===== config.mk =====
export PLATFORM = sky130hd
export DESIGN_NAME = safety_obi_reg_responder_flat
export DESIGN_NICKNAME = d
export VERILOG_FILES = /design/src/rtl/safety_obi_reg_responder_if.sv /design/src/rtl/safety_obi_reg_responder.sv /design/src/flat_wrapper.sv
export SDC_FILE = /design/constraint.sdc
export NUM_CORES = 1
export LEC_CHECK = 0
export ABC_AREA = 0
export CAP_MARGIN = 25
export CORE_ASPECT_RATIO = 1.25
export CORE_MARGIN = 2
export CORE_UTILIZATION = 25
export DETAILED_ROUTE_END_ITERATION = 10
export PLACE_DENSITY = 0.62
export SETUP_SLACK_MARGIN = 0.1
export SYNTH_ARGS = -nofsm -noshare
export SYNTH_HDL_FRONTEND = slang
export SYNTH_SLANG_ARGS = --single-unit

===== constraint.sdc =====
create_clock -name clk_i -period 2.3 [get_ports clk_i]
set_input_delay 0.69 -clock clk_i [delete_from_list [all_inputs] [get_ports clk_i]]
set_output_delay 0.69 -clock clk_i [all_outputs]
set_load 0.01 [all_outputs]

===== src/rtl/safety_obi_reg_responder_if.sv =====
// Bus bundle between the safety core OBI data port and the core-local register interface.
// The responder takes the slave modport; the core/peripheral side (or a bench) takes master.
interface safety_obi_reg_responder_if #(
   parameter int AddrWidth = 32,
   parameter int DataWidth = 32
);
   logic                   obi_req;
   logic                   obi_gnt;
   logic [AddrWidth-1:0]   obi_addr;
   logic                   obi_we;
   logic [DataWidth/8-1:0] obi_be;
   logic [DataWidth-1:0]   obi_wdata;
   logic                   obi_rvalid;
   logic [DataWidth-1:0]   obi_rdata;
   logic                   obi_err;

   logic                   reg_valid;
   logic                   reg_write;
   logic [AddrWidth-1:0]   reg_addr;
   logic [DataWidth-1:0]   reg_wdata;
   logic [DataWidth/8-1:0] reg_wstrb;
   logic                   reg_ready;
   logic [DataWidth-1:0]   reg_rdata;
   logic                   reg_error;

   modport slave (
      input  obi_req, obi_addr, obi_we, obi_be, obi_wdata,
      output obi_gnt, obi_rvalid, obi_rdata, obi_err,
      output reg_valid, reg_write, reg_addr, reg_wdata, reg_wstrb,
      input  reg_ready, reg_rdata, reg_error
   );

   modport master (
      output obi_req, obi_addr, obi_we, obi_be, obi_wdata,
      input  obi_gnt, obi_rvalid, obi_rdata, obi_err,
      input  reg_valid, reg_write, reg_addr, reg_wdata, reg_wstrb,
      output reg_ready, reg_rdata, reg_error
   );
endinterface


===== src/rtl/safety_obi_reg_responder.sv =====
// OBI responder replaying each granted request as one register-interface access, single outstanding.
// Optional access watchdog enabled by defining SAFETY_OBI_TIMEOUT_EN.
module safety_obi_reg_responder #(
   parameter int                   AddrWidth     = 32,
   parameter int                   DataWidth     = 32,
   parameter int                   TimeoutCycles = 255,
   parameter logic [DataWidth-1:0] ErrRdata      = 32'hBADCAB1E
) (
   input logic                        clk_i,
   input logic                        rst_ni,
   safety_obi_reg_responder_if.slave  bus
);

   typedef enum logic [1:0] {
      IDLE   = 2'd0,
      ACCESS = 2'd1,
      RESP   = 2'd2
   } state_e;

   state_e                 state_q, state_d;
   logic                   gnt;
   logic                   done;
   logic                   expire;

   logic [AddrWidth-1:0]   addr_q;
   logic                   we_q;
   logic [DataWidth/8-1:0] be_q;
   logic [DataWidth-1:0]   wdata_q;
   logic [DataWidth-1:0]   rdata_q;
   logic                   err_q;

   // A new request can be accepted while the previous response is on the bus.
   assign gnt  = bus.obi_req && (state_q == IDLE || state_q == RESP);
   assign done = (state_q == ACCESS) && bus.reg_ready;

`ifdef SAFETY_OBI_TIMEOUT_EN
   localparam int CntW = $clog2(TimeoutCycles + 1);
   localparam logic [CntW-1:0] CntLast = CntW'(TimeoutCycles - 1);

   logic [CntW-1:0] cnt_q;

   always_ff @(posedge clk_i or negedge rst_ni) begin
      if (!rst_ni) begin
         cnt_q <= '0;
      end else if (gnt) begin
         cnt_q <= '0;
      end else if (state_q == ACCESS && !bus.reg_ready) begin
         cnt_q <= cnt_q + CntW'(1);
      end
   end

   // A ready arriving in the last allowed cycle still completes normally.
   assign expire = (state_q == ACCESS) && !bus.reg_ready && (cnt_q == CntLast);
`else
   assign expire = 1'b0;
`endif

   // NOTE: state and data registers use non-blocking assignments so every flop samples pre-edge values.
   always_ff @(posedge clk_i or negedge rst_ni) begin
      if (!rst_ni) begin
         state_q <= IDLE;
      end else begin
         state_q <= state_d;
      end
   end

   // NOTE: state_d gets its default first so no path through the case leaves it unassigned (no latch).
   always_comb begin
      state_d = state_q;
      unique case (state_q)
         IDLE:    if (gnt) state_d = ACCESS;
         ACCESS:  if (done || expire) state_d = RESP;
         RESP:    state_d = gnt ? ACCESS : IDLE;
         default: state_d = IDLE;
      endcase
   end

   always_ff @(posedge clk_i or negedge rst_ni) begin
      if (!rst_ni) begin
         addr_q  <= '0;
         we_q    <= 1'b0;
         be_q    <= '0;
         wdata_q <= '0;
      end else if (gnt) begin
         addr_q  <= bus.obi_addr;
         we_q    <= bus.obi_we;
         be_q    <= bus.obi_be;
         wdata_q <= bus.obi_wdata;
      end
   end

   always_ff @(posedge clk_i or negedge rst_ni) begin
      if (!rst_ni) begin
         rdata_q <= '0;
         err_q   <= 1'b0;
      end else if (done) begin
         rdata_q <= we_q ? '0 : bus.reg_rdata;
         err_q   <= bus.reg_error;
      end else if (expire) begin
         rdata_q <= ErrRdata;
         err_q   <= 1'b1;
      end
   end

   assign bus.obi_gnt    = gnt;
   assign bus.obi_rvalid = (state_q == RESP);
   assign bus.obi_rdata  = rdata_q;
   assign bus.obi_err    = err_q;

   assign bus.reg_valid  = (state_q == ACCESS);
   assign bus.reg_write  = we_q;
   assign bus.reg_addr   = addr_q;
   assign bus.reg_wdata  = wdata_q;
   assign bus.reg_wstrb  = be_q;

endmodule


===== src/flat_wrapper.sv =====
// flat-port wrapper written by rule: the top's interface ports become plain ports
module safety_obi_reg_responder_flat 
#(
   parameter int                   AddrWidth     = 32,
   parameter int                   DataWidth     = 32,
   parameter int                   TimeoutCycles = 255,
   parameter logic [DataWidth-1:0] ErrRdata      = 32'hBADCAB1E
)
  (clk_i, rst_ni, bus_obi_req, bus_obi_addr, bus_obi_we, bus_obi_be, bus_obi_wdata, bus_obi_gnt, bus_obi_rvalid, bus_obi_rdata, bus_obi_err, bus_reg_valid, bus_reg_write, bus_reg_addr, bus_reg_wdata, bus_reg_wstrb, bus_reg_ready, bus_reg_rdata, bus_reg_error);
  safety_obi_reg_responder_if #(.AddrWidth(AddrWidth), .DataWidth(DataWidth)) bus_i ();
  input logic clk_i;
  input logic rst_ni;
  input wire logic [$bits(bus_i.obi_req)-1:0] bus_obi_req;
  input wire logic [$bits(bus_i.obi_addr)-1:0] bus_obi_addr;
  input wire logic [$bits(bus_i.obi_we)-1:0] bus_obi_we;
  input wire logic [$bits(bus_i.obi_be)-1:0] bus_obi_be;
  input wire logic [$bits(bus_i.obi_wdata)-1:0] bus_obi_wdata;
  output wire logic [$bits(bus_i.obi_gnt)-1:0] bus_obi_gnt;
  output wire logic [$bits(bus_i.obi_rvalid)-1:0] bus_obi_rvalid;
  output wire logic [$bits(bus_i.obi_rdata)-1:0] bus_obi_rdata;
  output wire logic [$bits(bus_i.obi_err)-1:0] bus_obi_err;
  output wire logic [$bits(bus_i.reg_valid)-1:0] bus_reg_valid;
  output wire logic [$bits(bus_i.reg_write)-1:0] bus_reg_write;
  output wire logic [$bits(bus_i.reg_addr)-1:0] bus_reg_addr;
  output wire logic [$bits(bus_i.reg_wdata)-1:0] bus_reg_wdata;
  output wire logic [$bits(bus_i.reg_wstrb)-1:0] bus_reg_wstrb;
  input wire logic [$bits(bus_i.reg_ready)-1:0] bus_reg_ready;
  input wire logic [$bits(bus_i.reg_rdata)-1:0] bus_reg_rdata;
  input wire logic [$bits(bus_i.reg_error)-1:0] bus_reg_error;
  assign bus_i.obi_req = bus_obi_req;
  assign bus_i.obi_addr = bus_obi_addr;
  assign bus_i.obi_we = bus_obi_we;
  assign bus_i.obi_be = bus_obi_be;
  assign bus_i.obi_wdata = bus_obi_wdata;
  assign bus_obi_gnt = bus_i.obi_gnt;
  assign bus_obi_rvalid = bus_i.obi_rvalid;
  assign bus_obi_rdata = bus_i.obi_rdata;
  assign bus_obi_err = bus_i.obi_err;
  assign bus_reg_valid = bus_i.reg_valid;
  assign bus_reg_write = bus_i.reg_write;
  assign bus_reg_addr = bus_i.reg_addr;
  assign bus_reg_wdata = bus_i.reg_wdata;
  assign bus_reg_wstrb = bus_i.reg_wstrb;
  assign bus_i.reg_ready = bus_reg_ready;
  assign bus_i.reg_rdata = bus_reg_rdata;
  assign bus_i.reg_error = bus_reg_error;
  safety_obi_reg_responder #(.AddrWidth(AddrWidth), .DataWidth(DataWidth), .TimeoutCycles(TimeoutCycles), .ErrRdata(ErrRdata)) u_core (.clk_i(clk_i), .rst_ni(rst_ni), .bus(bus_i));
endmodule

* Yosys cells after proc, flatten, opt, wreduce, memory -nomap -nowiden
Index checks and enable logic that the tools add are counted.
Word-level totals: bits in registers 104, bits of input ports 106, output and inout port bits 105, word-level logic and storage cells 21
Operators by class: equality and inequality tests 4, mux-type cells 5, reductions and logical operators 5
Operators by type and width (number):
- 2-to-1 mux 32 bit | 1
- case mux 2 bit (3 select lines) | 1
- 2-to-1 mux 2 bit | 2
- inequality test 2 x 1 -> 1 bit, second input constant | 2
- == test 2 x 1 -> 1 bit, second input constant | 1
- == test 2 bit, second input constant | 1
- logical AND 1 bit | 2
- logical NOT 2 bit | 1
- AND reduction 2 bit | 1
- logical OR 1 bit | 1
- 2-to-1 mux 1 bit | 1

* Depth between registers and ports, before layout
Gate-level depths: netlist (run 1).
depth in word-level cells 5, depth in mapped cells 4, gate-level depth less buffers 2

* Worst setup path after synthesis (run 1)
OpenSTA, ideal clock, no wires.
path kind in2out, from in bus_obi_req, to out bus_obi_gnt, data arrival time 1.119 ns, path slack 0.491 ns, stages 3, path buffers 2, path through nor2b_1 > buf_4 > buf_6
Between the ends: longest elaborated chain between the ends 1
Ends and longest elaborated chain:
- from (decl) | line flat_wrapper.sv:13 | input wire logic [$bits(bus_i.obi_req)-1:0] bus_obi_req;
- logical AND 1 bit | line safety_obi_reg_responder.sv:33 | assign gnt = bus.obi_req && (state_q == IDLE || state_q == RESP);
- to (decl) | line flat_wrapper.sv:18 | output wire logic [$bits(bus_i.obi_gnt)-1:0] bus_obi_gnt;
No other way between the ends.

* Worst setup path after layout (run 1)
Ends and elaborated chain as after synthesis.

==> results.txt, run 1 <==
Status -> completed
Final hold slack -> 0.302 ns
Yosys reg bits -> 104
Post-Place Worst Slack -> -0.230 ns
Syn Nets -> 365
First-pass DRT Iterations -> 4
Dpl hpwl -> 8.08 mm
Die Wd -> 121 um
Vias in the first global route -> 3,154
Fill count -> 1,593
DIE AREA -> 18,100 um^2
Worst Hold Class -> input pin to async pin
Worst Max-Slew Pin Slew -> 0.494 ns
Via count -> 2,898
CP max FO -> 2
FP Rows -> 53
Leakage -> 2.87 nW
Initial antenna violation count -> 2
Iteration-0 DRC Markers -> 46
Overall Power -> 6.68 mW
RR Startpoint -> u_core.state_q[0]
CP peak stage delay -> 0.46 ns
GRT Overall Usage -> 12.3%
Final net count -> 578
Slew HR -> 67.1%
Arrival @ worst endpoint -> 1.42 ns
Final min period -> 2.11 ns
Port Buffers -> 210
Crit Path Class -> input pin to output port
Final ANT Viol Nets -> 0
Clock buffer depth -> 2
R2R Path End -> u_core.bus.reg_addr[7]
Final hold vios -> 0
Crit path cell chain -> clkdlybuf4s50_1 -> nor2b_4 -> buf_2
Worst reg-to-reg path cell count -> 4
DR WL/cell -> 15.8 um
Final setup margin -> 0.190 ns
WP data required -> 1.61 ns
Synth unique cells -> 12
CTS tree -> built
Commonest non-fill, non-tap cell in the layout -> clkdlybuf4s50_1
DRC Markers -> 0
CP delay by family, top -> buffers and inverters
Final setup viols -> 0
Final wirelength -> 11.0 mm
Clk_lat worst skew -> 0.35 ns
Post-synthesis cell count -> 259
Final Cell Area -> 6880 um^2
Pin count of the biggest net entering global routing -> 61
Sequential share of the synthesized area -> 61.0%
Unrepaired setup endpoints after global routing -> no
Register-to-register path setup slack -> 0.66 ns
Io pins -> 211
Starting density of the core -> 25.4%
Commonest cells after routing, fill and taps aside -> 206 x clkdlybuf4s50_1, 103 x dfrtp_1, 73 x mux2_2
Crit path capture type -> output port
CORE AREA -> 16,800 um^2
Max Clk Rate -> 474 MHz
Cell with the largest stage delay on the worst path -> clkdlybuf4s50_1
Worst vdd ir -> 0.387 mV
Synthesized cell area -> 4270 um^2
TritonCTS buffer count -> 9
Multi-input gate area -> 1500 um^2
Synthesis-to-finish area growth -> 61.2%
Vias/cell -> 4.16
Total of max-cap violations -> 0
Die H -> 150 um
Syn Area/Cell -> 16.5 um^2
Storage element area -> 2600 um^2
Synthesis warning total -> 0
Sink Count -> 104
Worst Path Buf+Inv -> 2
GP Congestion -> 0.713
Placed cell area -> 6590 um^2
Root Buffer -> clkbuf_16
N_diodes -> 0
Tcrit/Tclk final -> 91.7%
GRT overflow -> 0
First-pass GRT wire length -> 17.0 mm
H-Tree Depth -> 3
Finished Core Util -> 41.0%
CP Launch Type -> input pin
Worst-path clk slew -> 0.07 ns
Max-slew violation count -> 0
Final Skew -> 0.00611 ns
Share of post-route cells with drive strength above 1 -> 27.0%
Pwr dens -> 971 nW/um^2
-- cell usage after synthesis, drive strengths merged --
cell type	instances	area share, %
dfrtp	104	61
mux2	102	29
nor2b	34	5.0
buf	12	3.7
clkbuf	3	0.26
a21o	1	0.18
and2b	1	0.18
and3b	1	0.21
inv	1	0.088
-- routing by layer --
metal  part of all wire [%]  track usage [%]  wire, um
met1                     37             13.0      4050
met2                     53             21.5      5800
met3                    7.2             4.02       791
met4                    3.4             6.63       379
met5                   0.24                0        26
-- final cells by class --
| type | count | share of cell area (%) |
|---|---|---|
| clock buffers | 11 | 3.53 |
| clock inverters | 5 | 0.818 |
| inverters | 1 | 0.0545 |
| multi-input cells | 139 | 21.8 |
| flip-flops and latches | 104 | 37.8 |
| well taps | 220 | 4.00 |
| repair buffers | 217 | 31.9 |
-- worst max-delay path by stage --
stage	startpoint	end	depth (start not counted)
after global placement	bus_obi_req	bus_obi_gnt	3
after global routing	bus_obi_req	bus_obi_gnt	3
after CTS	bus_obi_req	bus_obi_gnt	3
after detailed placement	bus_obi_req	bus_obi_gnt	3
final	bus_obi_req	bus_obi_gnt	3
after floorplan	bus_obi_req	bus_obi_gnt	3
-- report_power, final --
| part | internal, mW | switching (mW) |
|---|---|---|
| Combinational | 1.62 | 0.870 |
| Clock | 0.873 | 0.688 |
| Sequential | 2.35 | 0.280 |
| Total | 4.84 | 1.84 |
-- through the flow --
step / setup TNS (ns) / instances
2_1_floorplan: 0 / 259
3_3_place_gp: -4.14 / 681
3_5_place_dp: -4.89 / 681
4_1_cts: 0 / 697
5_1_grt: 0 / 697
6_report: 0 / 697
-- state kept, by name, summed over array words and instances, names as in the netlist --
name,cells
u_core.bus.obi_err,1
u_core.bus.obi_rdata,32
u_core.bus.reg_addr,32
u_core.bus.reg_wdata,32
u_core.bus.reg_write,1
u_core.bus.reg_wstrb,4
u_core.state_q,2
-- kinds of logic after synthesis --
group	synth area share, %
compound gates	0.176
buf+inv	4.04
flops	61.0
mux	29.5
simple gates	5.36
-- repair_timing --
action | 4_1_cts | 5_1_grt
setup buffers | 0 | 0
pin swaps | 0 | 0
resized for setup | 5 | 2
hold buffers | 0 | 0
cloned | 0 | 0
endpoints found under the setup margin | 3 | 2
No activity file was read; power rests on OpenSTA's default activity.
==> inputs of run 2 (changes only) <==
--- a/config.mk
+++ b/config.mk
@@ -11,6 +11,7 @@
 export CORE_MARGIN = 2
 export CORE_UTILIZATION = 25
 export DETAILED_ROUTE_END_ITERATION = 10
+export GPL_ROUTABILITY_DRIVEN = 0
 export PLACE_DENSITY = 0.62
 export SETUP_SLACK_MARGIN = 0.1
 export SYNTH_ARGS = -nofsm -noshare
==> results of run 2 <==
The final DEF is identical to that of run 1; final timing and power are the same.
==> inputs of run 3 (changes only) <==
--- a/config.mk
+++ b/config.mk
@@ -10,6 +10,7 @@
 export CORE_ASPECT_RATIO = 1.25
 export CORE_MARGIN = 2
 export CORE_UTILIZATION = 25
+export CTS_CLUSTER_SIZE = 20
 export DETAILED_ROUTE_END_ITERATION = 10
 export GPL_ROUTABILITY_DRIVEN = 0
 export PLACE_DENSITY = 0.62
==> results of run 3 <==
The final DEF is identical to that of run 1; final timing and power are the same.
